--- src/rtl/regfile_pkg.sv ---
// Shared types and widths for the register-file write arbiter.
package regfile_pkg;

  localparam int unsigned REG_ADDR_W = 5;
  localparam int unsigned REG_DATA_W = 32;
  localparam logic [REG_ADDR_W-1:0] REG_ZERO = 5'd0;

  typedef enum logic {
    ARB    = 1'b0,
    LOCKED = 1'b1
  } arb_state_e;

  typedef struct packed {
    logic [REG_ADDR_W-1:0] addr;
    logic [REG_DATA_W-1:0] data;
  } wr_beat_t;

endpackage

--- src/rtl/regfile_write_arbiter_if.sv ---
// Request/grant bus plus the regfile write port; the bypass signals exist only
// when REGFILE_WB_FORWARD_EN is defined.
interface regfile_write_arbiter_if
  import regfile_pkg::*;
#(
  parameter int unsigned NUM_REQ = 4
);

  logic                             hold;
  logic [NUM_REQ-1:0]               req_valid;
  logic [NUM_REQ-1:0]               req_ready;
  logic [NUM_REQ-1:0]               req_lock;
  logic [NUM_REQ*REG_ADDR_W-1:0]    req_addr;
  logic [NUM_REQ*REG_DATA_W-1:0]    req_data;
  logic [REG_ADDR_W-1:0]            WriteRegister;
  logic [REG_DATA_W-1:0]            WriteData;
  logic                             RegWrite;
  logic                             busy;
`ifdef REGFILE_WB_FORWARD_EN
  logic [REG_ADDR_W-1:0]            fwd_addr1;
  logic [REG_ADDR_W-1:0]            fwd_addr2;
  logic [REG_DATA_W-1:0]            fwd_in1;
  logic [REG_DATA_W-1:0]            fwd_in2;
  logic [REG_DATA_W-1:0]            fwd_out1;
  logic [REG_DATA_W-1:0]            fwd_out2;
`endif

  modport master (
    output hold, req_valid, req_lock, req_addr, req_data,
    input  req_ready, WriteRegister, WriteData, RegWrite, busy
`ifdef REGFILE_WB_FORWARD_EN
    , output fwd_addr1, fwd_addr2, fwd_in1, fwd_in2
    , input  fwd_out1, fwd_out2
`endif
  );

  modport slave (
    input  hold, req_valid, req_lock, req_addr, req_data,
    output req_ready, WriteRegister, WriteData, RegWrite, busy
`ifdef REGFILE_WB_FORWARD_EN
    , input  fwd_addr1, fwd_addr2, fwd_in1, fwd_in2
    , output fwd_out1, fwd_out2
`endif
  );

endinterface

--- src/rtl/rr_pick.sv ---
// Combinational round-robin picker: first valid index at or above ptr, wrapping.
module rr_pick #(
  parameter int unsigned N  = 4,
  parameter int unsigned IW = 2
) (
  input  logic [N-1:0]  valid,
  input  logic [IW-1:0] ptr,
  output logic [N-1:0]  grant,
  output logic [IW-1:0] idx,
  output logic          found
);

  logic [IW:0] cand;

  always_comb begin
    grant = '0;
    idx   = '0;
    found = 1'b0;
    cand  = '0;
    for (int unsigned off = 0; off < N; off++) begin
      cand = {1'b0, ptr} + (IW+1)'(off);
      if (32'(cand) >= N) cand = cand - (IW+1)'(N);
      if (!found && valid[cand[IW-1:0]]) begin
        found                 = 1'b1;
        idx                   = cand[IW-1:0];
        grant[cand[IW-1:0]]   = 1'b1;
      end
    end
  end

endmodule

--- src/rtl/regfile_write_arbiter.sv ---
// Round-robin arbiter with burst lock sharing the single regfile write port.
// Defining REGFILE_WB_FORWARD_EN adds a combinational bypass of the pending write.
module regfile_write_arbiter
  import regfile_pkg::*;
#(
  parameter int unsigned NUM_REQ   = 4,
  parameter int unsigned MAX_BURST = 4
) (
  input logic                    clk,
  input logic                    reset,
  regfile_write_arbiter_if.slave bus
);

  localparam int unsigned IDX_W = (NUM_REQ > 1) ? $clog2(NUM_REQ) : 1;
  localparam int unsigned CNT_W = 4;

  arb_state_e         state;
  logic [IDX_W-1:0]   rr_ptr;
  logic [IDX_W-1:0]   owner;
  logic [CNT_W-1:0]   beat_cnt;
  wr_beat_t           out_q;
  logic               wr_en_q;
  logic               busy_q;

  logic [NUM_REQ-1:0] pick_grant;
  logic [IDX_W-1:0]   pick_idx;
  logic               pick_found;

  logic [NUM_REQ-1:0] grant_c;
  logic [IDX_W-1:0]   win_idx_c;
  logic [IDX_W-1:0]   next_ptr_c;
  logic               xfer_c;
  logic               drop_c;
  logic               win_lock_c;
  logic               last_beat_c;
  logic               enter_lock_c;
  logic               next_locked_c;
  logic               wr_en_next_c;
  wr_beat_t           win_beat_c;

  rr_pick #(
    .N  (NUM_REQ),
    .IW (IDX_W)
  ) u_pick (
    .valid (bus.req_valid),
    .ptr   (rr_ptr),
    .grant (pick_grant),
    .idx   (pick_idx),
    .found (pick_found)
  );

  // Grant: free round-robin in ARB, owner only in LOCKED; nothing under hold or reset.
  always_comb begin
    grant_c   = '0;
    win_idx_c = '0;
    xfer_c    = 1'b0;
    drop_c    = 1'b0;
    if (!reset && !bus.hold) begin
      if (state == ARB) begin
        grant_c   = pick_grant;
        win_idx_c = pick_idx;
        xfer_c    = pick_found;
      end else if (bus.req_valid[owner]) begin
        grant_c[owner] = 1'b1;
        win_idx_c      = owner;
        xfer_c         = 1'b1;
      end else begin
        drop_c = 1'b1;
      end
    end
  end

  assign bus.req_ready = grant_c;

  always_comb begin
    win_beat_c.addr = bus.req_addr[REG_ADDR_W*32'(win_idx_c) +: REG_ADDR_W];
    win_beat_c.data = bus.req_data[REG_DATA_W*32'(win_idx_c) +: REG_DATA_W];
    win_lock_c      = bus.req_lock[win_idx_c];
    last_beat_c     = !win_lock_c || ((beat_cnt + CNT_W'(1)) == CNT_W'(MAX_BURST));
    enter_lock_c    = xfer_c && (state == ARB) && win_lock_c && (MAX_BURST > 1);
    next_locked_c   = enter_lock_c ||
                      ((state == LOCKED) && !drop_c && !(xfer_c && last_beat_c));
    wr_en_next_c    = xfer_c && (win_beat_c.addr != REG_ZERO);
    next_ptr_c      = (win_idx_c == IDX_W'(NUM_REQ - 1)) ? '0 : win_idx_c + IDX_W'(1);
  end

  // FSM, pointer, burst counter and output stage.
  always_ff @(posedge clk or posedge reset) begin
    if (reset) begin
      state    <= ARB;
      rr_ptr   <= '0;
      owner    <= '0;
      beat_cnt <= '0;
      out_q    <= '0;
      wr_en_q  <= 1'b0;
      busy_q   <= 1'b0;
    end else begin
      wr_en_q <= wr_en_next_c;
      busy_q  <= next_locked_c || wr_en_next_c;
      if (xfer_c) begin
        out_q  <= win_beat_c;
        rr_ptr <= next_ptr_c;
      end
      case (state)
        ARB: begin
          if (enter_lock_c) begin
            state    <= LOCKED;
            owner    <= win_idx_c;
            beat_cnt <= CNT_W'(1);
          end
        end
        LOCKED: begin
          if (!next_locked_c) begin
            state    <= ARB;
            beat_cnt <= '0;
          end else if (xfer_c) begin
            beat_cnt <= beat_cnt + CNT_W'(1);
          end
        end
        default: state <= ARB;
      endcase
    end
  end

  assign bus.WriteRegister = out_q.addr;
  assign bus.WriteData     = out_q.data;
  assign bus.RegWrite      = wr_en_q;
  assign bus.busy          = busy_q;

`ifdef REGFILE_WB_FORWARD_EN
  // Bypass the write sitting in the output stage to same-cycle readers.
  assign bus.fwd_out1 = (wr_en_q && (out_q.addr == bus.fwd_addr1) && (bus.fwd_addr1 != REG_ZERO))
                        ? out_q.data : bus.fwd_in1;
  assign bus.fwd_out2 = (wr_en_q && (out_q.addr == bus.fwd_addr2) && (bus.fwd_addr2 != REG_ZERO))
                        ? out_q.data : bus.fwd_in2;
`endif

endmodule
--- src/flat_wrapper.sv ---
// flat-port wrapper written by rule: the top's interface ports become plain ports
module regfile_write_arbiter_flat import regfile_pkg::*;
#(
  parameter int unsigned NUM_REQ   = 4,
  parameter int unsigned MAX_BURST = 4
)
  (clk, reset, bus_hold, bus_req_valid, bus_req_lock, bus_req_addr, bus_req_data, bus_req_ready, bus_WriteRegister, bus_WriteData, bus_RegWrite, bus_busy);
  regfile_write_arbiter_if #(.NUM_REQ(NUM_REQ)) bus_i ();
  input logic clk;
  input logic reset;
  input wire logic [$bits(bus_i.hold)-1:0] bus_hold;
  input wire logic [$bits(bus_i.req_valid)-1:0] bus_req_valid;
  input wire logic [$bits(bus_i.req_lock)-1:0] bus_req_lock;
  input wire logic [$bits(bus_i.req_addr)-1:0] bus_req_addr;
  input wire logic [$bits(bus_i.req_data)-1:0] bus_req_data;
  output wire logic [$bits(bus_i.req_ready)-1:0] bus_req_ready;
  output wire logic [$bits(bus_i.WriteRegister)-1:0] bus_WriteRegister;
  output wire logic [$bits(bus_i.WriteData)-1:0] bus_WriteData;
  output wire logic [$bits(bus_i.RegWrite)-1:0] bus_RegWrite;
  output wire logic [$bits(bus_i.busy)-1:0] bus_busy;
  assign bus_i.hold = bus_hold;
  assign bus_i.req_valid = bus_req_valid;
  assign bus_i.req_lock = bus_req_lock;
  assign bus_i.req_addr = bus_req_addr;
  assign bus_i.req_data = bus_req_data;
  assign bus_req_ready = bus_i.req_ready;
  assign bus_WriteRegister = bus_i.WriteRegister;
  assign bus_WriteData = bus_i.WriteData;
  assign bus_RegWrite = bus_i.RegWrite;
  assign bus_busy = bus_i.busy;
  regfile_write_arbiter #(.NUM_REQ(NUM_REQ), .MAX_BURST(MAX_BURST)) u_core (.clk(clk), .reset(reset), .bus(bus_i));
endmodule
--- config.mk ---
export PLATFORM = sky130hd
export DESIGN_NAME = regfile_write_arbiter_flat
export DESIGN_NICKNAME = d
export VERILOG_FILES = /design/src/rtl/regfile_pkg.sv /design/src/rtl/regfile_write_arbiter_if.sv /design/src/rtl/rr_pick.sv /design/src/rtl/regfile_write_arbiter.sv /design/src/flat_wrapper.sv
export SDC_FILE = /design/constraint.sdc
export NUM_CORES = 1
export LEC_CHECK = 0
export ABC_AREA = 1
export ABC_CLOCK_PERIOD_IN_PS = 3300
export CORE_MARGIN = 1
export CORE_UTILIZATION = 40
export CTS_CLUSTER_DIAMETER = 30
export DETAILED_ROUTE_END_ITERATION = 8
export HOLD_SLACK_MARGIN = 0.15
export PLACE_DENSITY_LB_ADDON = 0.08
export SYNTH_ARGS = -nofsm -noshare
export SYNTH_HDL_FRONTEND = slang
export SYNTH_SLANG_ARGS = --single-unit
--- constraint.sdc ---
create_clock -name clk -period 3.3 [get_ports clk]
set_input_delay 0.99 -clock clk [delete_from_list [all_inputs] [get_ports clk]]
set_output_delay 0.99 -clock clk [all_outputs]
set_load 0.01 [all_outputs]
# Word-level counts from Yosys, hierarchy flattened
# Cells that the tools add are included.
# W data, S select, Z words.
# classes
n_mul,1
reduce_logical,29
n_shift,2
n_addsub,9
n_mux,58
bitwise_logic,4
n_lt_le_gt_ge,15
eq_ne,4
# op_table
op,count
$shiftx A128 B8 Y32,1
$mux W4,10
$mux W2,12
$mux W1,23
$shiftx A20 B6 Y5,1
$lt A2 B3 Y1 const B,6
$logic_and A1 B1 Y1,15
$bmux W1 S2,6
$or A4 B4 Y4,3
$demux W1 S2,5
$ge A2 B1 Y1 const B,5
$ge A3 B3 Y1 const B,3
$logic_not A1 Y1,8
$pmux W4 S2,1
$sub A2 B1 Y2 const B,4
$add A2 B2 Y3 const B,2
$mul A3 B2 Y5 const A,1
$reduce_bool A5 Y1,1
$add A4 B1 Y4 const B,1
$eq A4 B3 Y1 const B,1
$reduce_and A2 Y1,2
$add A2 B1 Y3 const B,1
$ge A2 B3 Y1 const B,1
$logic_or A1 B1 Y1,3
6 further kinds,6
# totals
regBits,48
out_inout_bits,43
elab_cells,130
input_bits,159

# Logic depth before layout (Yosys ltp)
# Gate-level depths: netlist (run 1).
# depth
depth_word,26
depth_mapped,20
mapped_depth_nobuf,20

# Hierarchy
# From an unflattened synthesis (run 1), not the netlist that was laid out.
# unflattened
hier_cells,524
area_unflattened_um2,3947.5
# by_module_without_submodules
mod,area_per_inst_um2,cells_each,instances
regfile_write_arbiter,3507.1,450,1
rr_pick,440.4,74,1

# Least setup slack after synthesis (run 1)
# No wires, ideal clock.
# synth_timing
path_kind,input port to output port
startpoint,input port bus_req_valid[2]
endpoint,output port bus_req_ready[0]
stages,9
arrival_ns,2.067
path_slack_ns,0.243
path_cell_list,inv_1 nand2_1 nand3_1 nand2_4 inv_2 nand3_2 nor2_4 a221oi_1 a221oi_1
# synth_between
elab_chain_cells,14
# synth_lines
element,line_no,source
"start, declared",flat_wrapper.sv:12,input wire logic [$bits(bus_i.req_valid)-1:0] bus_req_valid;
$bmux W1 S2,rr_pick.sv:23,if (!found && valid[cand[IW-1:0]]) begin
$mux W1 (implied by the code),rr_pick.sv:23,
$mux W1,rr_pick.sv:23,
$logic_not A1 Y1,rr_pick.sv:23,
$logic_and A1 B1 Y1,rr_pick.sv:23,
$mux W1,rr_pick.sv:23,
$logic_not A1 Y1,rr_pick.sv:23,
$logic_and A1 B1 Y1,rr_pick.sv:23,
$mux W1,rr_pick.sv:23,
$logic_not A1 Y1,rr_pick.sv:23,
$logic_and A1 B1 Y1,rr_pick.sv:23,
$mux W4,rr_pick.sv:23,
$mux W4 *,regfile_write_arbiter.sv:59,if (state == ARB) begin
$mux W4 *,regfile_write_arbiter.sv:58,if (!reset && !bus.hold) begin
"end, declared",flat_wrapper.sv:16,output wire logic [$bits(bus_i.req_ready)-1:0] bus_req_ready;
# Every way passes the cells marked *; elsewhere a longest branch is shown, timed or not. The select of a mux whose other input is x is not followed.

# Final worst setup path (run 1)
# layout_timing
startpoint,input port bus_req_valid[3]
endpoint,output port bus_req_ready[1]
# The elaborated chain is that of the path after synthesis.

==> results of run 1 <==
## final cells by class
class	count	area, um2
multi-input combinational	465	2370
sequential	48	1200
clock buffer	5	68.8
tap	111	139
timing repair buffer	242	2350
clock inverter	3	46.3
inverter	30	118
fill	770	2900
## worst max-delay path by stage
| stage | startpoint | end | cells after the start | slack, ns |
|---|---|---|---|---|
| detailed placement | bus_req_valid[3] | bus_req_ready[0] | 11 | -0.75 |
| finish | bus_req_valid[3] | bus_req_ready[1] | 12 | 0.07 |
| global placement | bus_req_valid[3] | bus_req_ready[0] | 11 | -0.75 |
| CTS | bus_req_valid[0] | bus_req_ready[1] | 12 | 0.008 |
| floorplan | bus_req_valid[2] | bus_req_ready[0] | 9 | 0.24 |
| global route | bus_req_valid[3] | bus_req_ready[1] | 12 | -0.03 |
## cell families after synthesis
logic type               Yosys count  synth area share, %
AND/OR/NAND/NOR                  422                 50.2
AO/OA/AOI/OAI                     31                 5.17
flip-flops                        48                 31.8
XOR/XNOR                           2                0.464
buffers and inverters             61                 9.02
adder cells (fa/ha/maj)           10                 3.32
## per-layer routing
layer  vias to the layer above  global-route usage (%)
met1                      2137                    31.6
met4                         0                    7.24
met3                        19                    5.27
met2                       153                    47.6
li1                       2303                       -
met5                         -                       0
## state kept, by name (all words and copies together), names as in the netlist
register / flops
u_core.state: 1
u_core.bus.RegWrite: 1
u_core.beat_cnt: 4
u_core.rr_ptr: 2
u_core.bus.busy: 1
u_core.bus.WriteRegister: 5
u_core.owner: 2
u_core.bus.WriteData: 32
## worst max-delay path, cell delays in order
cell	delay, ns
buf_4	0.13
inv_2	0.05
nand2_2	0.05
nand3_4	0.09
nand2_4	0.08
buf_6	0.12
nor2_4	0.17
a22oi_1	0.10
o21ai_1	0.10
a211oi_2	0.07
a211oi_2	0.13
buf_2	0.15
## cells in the final DEF (no fill, tap or decap), types with 2 or more instances in the layout
cell             synthesis  layout
o21ai_1                  1       4
buf_6                   10       4
nand2_1                265     258
nand3_1                120     116
nand4_1                  9       9
a221oi_2                 0       3
clkbuf_8                 0       5
nand3_4                  2       5
inv_2                    6       8
inv_4                    1       2
inv_1                   22      19
nand2_2                  9      11
a21oi_1                  4       4
nand3b_1                 4       4
clkdlybuf4s50_1          0     193
nand2_4                  2       7
nor2_4                   3       3
buf_12                   0       4
dfrtp_1                 48      48
buf_2                    6       3
buf_4                    7      37
o21ai_0                 13      10
nor2_1                   4       4
a21oi_2                  2       2
ha_1                    10       9
a211oi_2                 0       2
a22oi_1                  2       2
nand3_2                  3       4
## what timing repair did
action / 4_1_cts / 5_1_grt
setup endpoints to repair: 4 / 4
buffers inserted: 4 / 3
pin swaps: 11 / 12
gates resized for setup: 44 / 28
hold endpoints to repair: 0 / 0
## power breakdown
part	switching (mW)	internal [mW]	leakage [nW]
combinational	1.68	1.41	2.32
sequential	0.162	0.850	0.599
clock	0.217	0.229	0.0548
total	2.06	2.49	2.98
## stage by stage
step | utilization, % | setup slack (ns) | total power, mW
global route | 68.4 | -0.0328 | 4.91
CTS | 67.1 | 0.00774 | 4.42
detailed placement | 65.3 | -0.746 | 3.86
finish | 68.4 | 0.0684 | 4.55
floorplan | - | 0.243 | 2.65
global placement | 65.3 | -0.749 | 3.84
==> impl_metrics.tcl, run 1 <==
set metrics [dict create \
    status "complete, no violations" \
    finalSetupViolCount 0 \
    yosysTopAreaCell "dfrtp_1" \
    netlist_area_um2 3770 \
    met2_length_um 6610 \
    path_max_fanout 5 \
    cts.clk_slew.worst_paths_ns 0.10 \
    critPathKind "input pin to primary output" \
    drtIter0Drc 187 \
    grt_start_max_net_pins 53 \
    final_hold_viol_count 0 \
    leakagePower_nw 2.98 \
    avgViaCountPerCell 5.10 \
    syn-num-nets 743 \
    final_design_area_no_fill_um2 6290 \
    r2r_slack_ns 0.63 \
    drt_wl_total_um 13000 \
    start_util_pct 41.0 \
    synthCells 574 \
    clkLatencyLatePin_ns 0.30 \
    synth_top_area_share_pct 31.8 \
    grt_pass1_wl_um 20600 \
    dieArea_um2 9830 \
    synth_enable_flop_cells 0 \
    synth_common_cells "nand2_1 (265), nand3_1 (120), dfrtp_1 (48)" \
    dp_cells 889 \
    ys_warn_count 0 \
    hold_depth 2 \
    drive_above_1_share_pct 13.6 \
    drc 0 \
    vias 4612 \
    grtUsageTotal_pct 26.2 \
    dr.pass1.iters 5 \
    tns_ns 0 \
    worstMarginPinSlew_ns 0.529 \
    routedWlPerCell_um 14.4 \
    antenna_left 0 \
    worstPathArrival_ns 2.24 \
    yosys_most_used_dff "dfrtp_1" \
    std_cell_rows 35 \
    synth_area_leaders "dfrtp_1 (32%), nand2_1 (26%), nand3_1 (16%)" \
    synthArstFlopShare_pct 100 \
    clock.fmax_mhz 309 \
    critPathCaptureType "primary output" \
    rsz0062_at_grt "yes" \
    worstReg2RegEnd "u_core.bus.busy" \
    cts_buffers 5 \
    cts_tree "done" \
    port_buffers 201 \
    start_kind "input pin" \
    dp_hpwl_um 9950 \
    grt_overflow 0 \
    synth.most_common_cell "nand2_1" \
    synth_seq_cells 48 \
    min_to "u_core.bus.WriteData[16]" \
    stdcell_count 904 \
    design.portCount 202 \
    r2r-start "u_core.rr_ptr[0]" \
    core_um2 9200 \
    die_w_um 99.1 \
    place_congestion 0.892 \
    worstHoldStart "u_core.bus.WriteData[16]" \
    fin_crit_ns 3.23 \
    yosysUniqueCellTypes 33 \
    hold_class "flop to flop" \
    post-route-period-util_pct 97.9 \
    max-slew-margin-rel_pct 64.7 \
    r2r_cells 21 \
    wl_met1_um 5390 \
    drv_cap 0 \
    skew_ns 0.00650 \
    crit_required_ns 2.31 \
    power_density_nw_per_um2 724 \
    wl_met3_um 785 \
    cts_root_buf "clkbuf_8" \
    hold_buffers 0 \
    htree_levels 2 \
    syn_area_per_cell_um2 6.57 \
    clock_path_buffers 2 \
    top_layer "met4" \
    grt_antenna_before_repair 0 \
    die-height_um 99.1 \
    drv_slew 0 \
    syn2layout_area_growth_pct 66.8 \
    cts_sinks 48 \
    fin_nets 961 \
    grt_pass1_vias 4305 \
    ys_seq_area_share_pct 31.8 \
    hold_slack_ns 0.488 \
    placed_cell_area_um2 6000 \
    antenna_cells 0 \
    vdd_ir_drop_max_mv 0.372 \
]
Power figures use the tool's default switching activity.
==> run 2, diff against run 1 <==
Settings changed: TNS_END_PERCENT set to 1.
==> run 2 against run 1 <==
Net effect: sequential power about the same; combinational power shrank 4%; global-route usage unchanged; register-to-register slack about the same; fmax is 0.33% lower; cell count fell by 0.33%; hold slack barely moved; first-iteration DRC count fell by 5.3%; via count fell by 0.95%; setup slack worse by 0.011 ns; non-clock buffer count shrank 3; power decreased by 2.6%; largest power group unchanged.
==> impl_metrics.tcl, run 2 (synthesis results as in run 1) <==
set metrics [dict create \
    rsz0062_at_grt "yes" \
    grtUsageTotal_pct 26.2 \
    clkLatencyLatePin_ns 0.30 \
    vdd_ir_drop_max_mv 0.373 \
    max-slew-margin-rel_pct 64.8 \
    finalSetupViolCount 0 \
    drv_cap 0 \
    largest_register_ffs 32 \
    grt_start_max_net_pins 53 \
    routedWlPerCell_um 14.2 \
    grt_overflow 0 \
    grt_pass1_vias 4305 \
    r2r-start "u_core.rr_ptr[0]" \
    drc 0 \
    drv_slew 0 \
    vias 4568 \
    antenna_cells 0 \
    critPathCaptureType "primary output" \
    dieArea_um2 9830 \
    cts_buffers 5 \
    grt_pass1_wl_um 20600 \
    hold_buffers 0 \
    crit_required_ns 2.31 \
    leakagePower_nw 2.93 \
    core_um2 9200 \
    clock.fmax_mhz 308 \
    path_max_fanout 4 \
    cts.clk_slew.worst_paths_ns 0.10 \
    drtIter0Drc 177 \
    port_buffers 201 \
    die_w_um 99.1 \
    r2r_slack_ns 0.62 \
    dp_slack_ns -0.746 \
    worstHoldStart "u_core.bus.WriteData[16]" \
    power_density_nw_per_um2 717 \
    min_to "u_core.bus.WriteData[16]" \
    fin_crit_ns 3.24 \
    grt_util_met3_pct 5.27 \
    post-route-period-util_pct 98.2 \
    nFillCells 785 \
    htree_levels 2 \
    hold_depth 2 \
    timing.final.ws_setup_ns 0.0578 \
    worstReg2RegEnd "u_core.bus.busy" \
    grt_use_met1_pct 31.6 \
    die-height_um 99.1 \
    worstMarginPinSlew_ns 0.527 \
    syn2layout_area_growth_pct 64.0 \
    drive_above_1_share_pct 12.4 \
    total_power_mw 4.44 \
    grt_antenna_before_repair 0 \
    dr.pass1.iters 5 \
    busiest_layer "met2" \
    status "complete, no violations" \
    final_common_cell "nand2_1" \
    cts_tree "done" \
    hold_slack_ns 0.487 \
    cts_sinks 48 \
    clock_path_buffers 2 \
    avgViaCountPerCell 5.07 \
    drt_wl_total_um 12800 \
    design.portCount 202 \
    fin_nets 958 \
    place_congestion 0.892 \
    antenna_left 0 \
    start_util_pct 41.0 \
    final_cell_mix "nand2_1 (262), clkdlybuf4s50_1 (193), nand3_1 (118)" \
    r2r_cells 21 \
    dp_hpwl_um 9950 \
    cts_root_buf "clkbuf_8" \
    skew_ns 0.00585 \
    final_hold_viol_count 0 \
    critPathKind "input pin to primary output" \
    grtUsageMet2_pct 47.6 \
    std_cell_rows 35 \
    worstPathArrival_ns 2.25 \
    hold_class "flop to flop" \
    start_kind "input pin" \
]
-- run 2: metrics by stage --
stage	TNS, ns	util [%]	instances	instance area (um2)
CTS	0	67.1	901	6170
detailed placement	-3.84	65.3	889	6000
floorplan	0	-	574	3770
finish	0	67.3	901	6190
global placement	-3.53	65.3	889	6000
global route	-0.0857	67.3	901	6190
-- run 2: what timing repair did --
item,4_1_cts,5_1_grt
buffers inserted,4,0
endpoints found under the setup margin,4,4
gates resized for setup,44,7
pin swaps,11,6
-- run 2: worst max-delay path, cell delays in order --
cell and delay (ns):
buf_2 0.12, nand2_2 0.08, nand2_2 0.05, nand2_2 0.09, nand2_4 0.09, buf_4 0.15
a22oi_1 0.17, o21ai_1 0.10, a211oi_2 0.23, a211oi_2 0.05, buf_2 0.14
-- run 2: how the worst max path moves through the flow --
stage | from | end
after floorplan | bus_req_valid[2] | bus_req_ready[0]
after global placement | bus_req_valid[3] | bus_req_ready[0]
after detailed placement | bus_req_valid[3] | bus_req_ready[0]
after CTS | bus_req_valid[0] | bus_req_ready[1]
after global routing | bus_req_valid[2] | bus_req_ready[1]
final | bus_req_valid[0] | bus_req_ready[1]
-- run 2: layer usage --
| layer | routed length (um) | up-vias |
|---|---|---|
| met5 | 0 | - |
| li1 | - | 2298 |
| met3 | 833 | 19 |
| met2 | 6450 | 159 |
| met1 | 5290 | 2092 |
| met4 | 243 | 0 |
-- run 2: final cells by class --
cell class / count / area, um2 / share of cell area (%)
Sequential cell: 48 / 1200 / 19.4
Tap cell: 111 / 139 / 2.24
Multi-Input combinational cell: 465 / 2300 / 37.2
Timing Repair Buffer: 239 / 2310 / 37.4
Clock buffer: 5 / 68.8 / 1.11
Clock inverter: 3 / 46.3 / 0.748
Inverter: 30 / 118 / 1.90
-- run 2: power breakdown --
group          switching (mW)  internal (mW)
logic                    1.62           1.36
clock network           0.217          0.229
registers               0.161          0.850
total                    2.00           2.44
==> run 3, diff against run 2 <==
Settings changed: RECOVER_POWER set to 100.
==> run 3 against run 2 <==
Net effect: register-to-register slack lost 0.32 ns; power decreased by 2.9%; setup slack improved by 0.0078 ns; critical endpoint unchanged; clock skew about the same; global-route usage unchanged; sequential share of layout area is 0.15 points higher; cell count unchanged; fmax rose by 0.24%; sequential cell count unchanged; via count barely moved; largest cell class unchanged; non-clock buffer count is the same; wire length is 0.16% higher.
==> impl_metrics.tcl, run 3 (synthesis results as in run 1) <==
set metrics [dict create \
    hold_buffers 0 \
    post-route-period-util_pct 98.0 \
    grt_antenna_before_repair 0 \
    cts_buffers 5 \
    grtUsageTotal_pct 26.2 \
    cts_tree "done" \
    worstPathArrival_ns 2.24 \
    stdcell_count 901 \
    drt_wl_total_um 12800 \
    dr.pass1.iters 5 \
    drc 0 \
    clock.fmax_mhz 309 \
    design.portCount 202 \
    avgViaCountPerCell 5.07 \
    critPathKind "input pin to primary output" \
    syn2layout_area_growth_pct 62.7 \
    largest_register_ffs 32 \
    crit_required_ns 2.31 \
    hold_slack_ns 0.480 \
    status "complete, no violations" \
    dieArea_um2 9830 \
    dp_cells 889 \
    leakagePower_nw 2.98 \
    routedWlPerCell_um 14.2 \
    skew_ns 0.00627 \
    finalSetupViolCount 0 \
    port_buffers 201 \
    nFillCells 795 \
    rsz0062_at_grt "yes" \
    cts_root_buf "clkbuf_8" \
    final_cell_mix "nand2_1 (264), clkdlybuf4s50_1 (154), nand3_1 (119)" \
    drv_slew 0 \
    critPathCaptureType "primary output" \
    core_um2 9200 \
    grt_start_max_net_pins 53 \
    antenna_left 0 \
    die-height_um 99.1 \
    path_max_fanout 4 \
    max-slew-margin-rel_pct 40.6 \
    vias 4565 \
    fin_crit_ns 3.23 \
    dp_hpwl_um 9950 \
    power_density_nw_per_um2 701 \
    std_cell_rows 35 \
    vdd_ir_drop_max_mv 0.366 \
    hold_class "flop to flop" \
    die_w_um 99.1 \
    drive_above_1_share_pct 11.6 \
    htree_levels 2 \
    grt_pass1_vias 4305 \
    place_congestion 0.892 \
    grt_overflow 0 \
    grt_pass1_wl_um 20600 \
    clkLatencyLatePin_ns 0.30 \
    placed_cell_area_um2 6000 \
    final_hold_viol_count 0 \
    fin_nets 958 \
    drtIter0Drc 181 \
    tns_ns 0 \
    postLayoutCoreUtil_pct 66.8 \
    start_util_pct 41.0 \
    cts_sinks 48 \
    final_common_cell "nand2_1" \
    worstMarginPinSlew_ns 0.890 \
    antenna_cells 0 \
    final_design_area_no_fill_um2 6140 \
    cts.clk_slew.worst_paths_ns 0.10 \
    drv_cap 0 \
    start_kind "input pin" \
    clock_path_buffers 2 \
]
[run 3: cell types whose count changed in the layout (fill, tap and decap cells not counted), moves of 2 or more]
cell / delta
dlygate4sd3_1: +39
buf_4: -5
clkbuf_2: +2
clkbuf_4: +3
nand2_2: -2
inv_1: +2
clkdlybuf4s50_1: -39
nand2_1: +2
inv_2: -2
[run 3: final timing paths]
| check | slack, ns | end | depth (start not counted) | startpoint |
|---|---|---|---|---|
| min | 0.48 | u_core.bus.WriteData[10] | 2 | u_core.bus.WriteData[10] |
| max reg2reg | 0.30 | u_core.beat_cnt[2] | 19 | u_core.rr_ptr[0] |
| max | 0.07 | bus_req_ready[1] | 11 | bus_req_valid[0] |
| min reg2reg | 0.48 | u_core.bus.WriteData[10] | 2 | u_core.bus.WriteData[10] |
| min in group asynchronous | 1.32 | u_core.bus.WriteData[17] | 3 | reset |
| max in group asynchronous | 0.78 | u_core.beat_cnt[0] | 4 | reset |
[run 3: layout make-up]
cell class                      instances  area [um2]  area share (%)
Timing Repair Buffer                  239        2290            37.4
Tap cell                              111         139            2.26
Multi-Input combinational cell        465        2270            37.0
Clock inverter                          3        46.3           0.754
Inverter                               30         118            1.92
Clock buffer                            5        68.8            1.12
Sequential cell                        48        1200            19.6
[run 3: through the flow]
stage,power [mW],worst slack [ns]
floorplan,2.65,0.243
global placement,3.84,-0.749
detailed placement,3.86,-0.746
CTS,4.42,0.00774
global route,4.66,-0.0420
finish,4.31,0.0656
[run 3: critical path: stages]
cell and delay (ns):
buf_2 0.12, nand2_2 0.08, nand2_2 0.05, nand2_2 0.09
nand2_4 0.09, buf_4 0.15, a22oi_1 0.17, o21ai_1 0.10
a211oi_2 0.23, a211oi_2 0.05, buf_2 0.14
[run 3: timing repair]
item | in CTS | in global routing
resized for setup | 44 | 7
pin swaps | 11 | 6
setup buffers | 4 | 0
endpoints found under the setup margin | 4 | 4
[run 3: routing by layer]
metal	up-vias	GRT usage [%]	part of all wire, %
li1	2299	-	-
met1	2087	31.6	41
met2	160	47.6	50
met3	19	5.27	6.8
met4	0	7.24	1.9
met5	-	0	0
[run 3: power by group]
group / switching [mW] / internal [mW] / total [mW]
sequential: 0.151 / 0.849 / 1.00
combinational: 1.60 / 1.26 / 2.86
clock: 0.217 / 0.229 / 0.445
total: 1.97 / 2.34 / 4.31
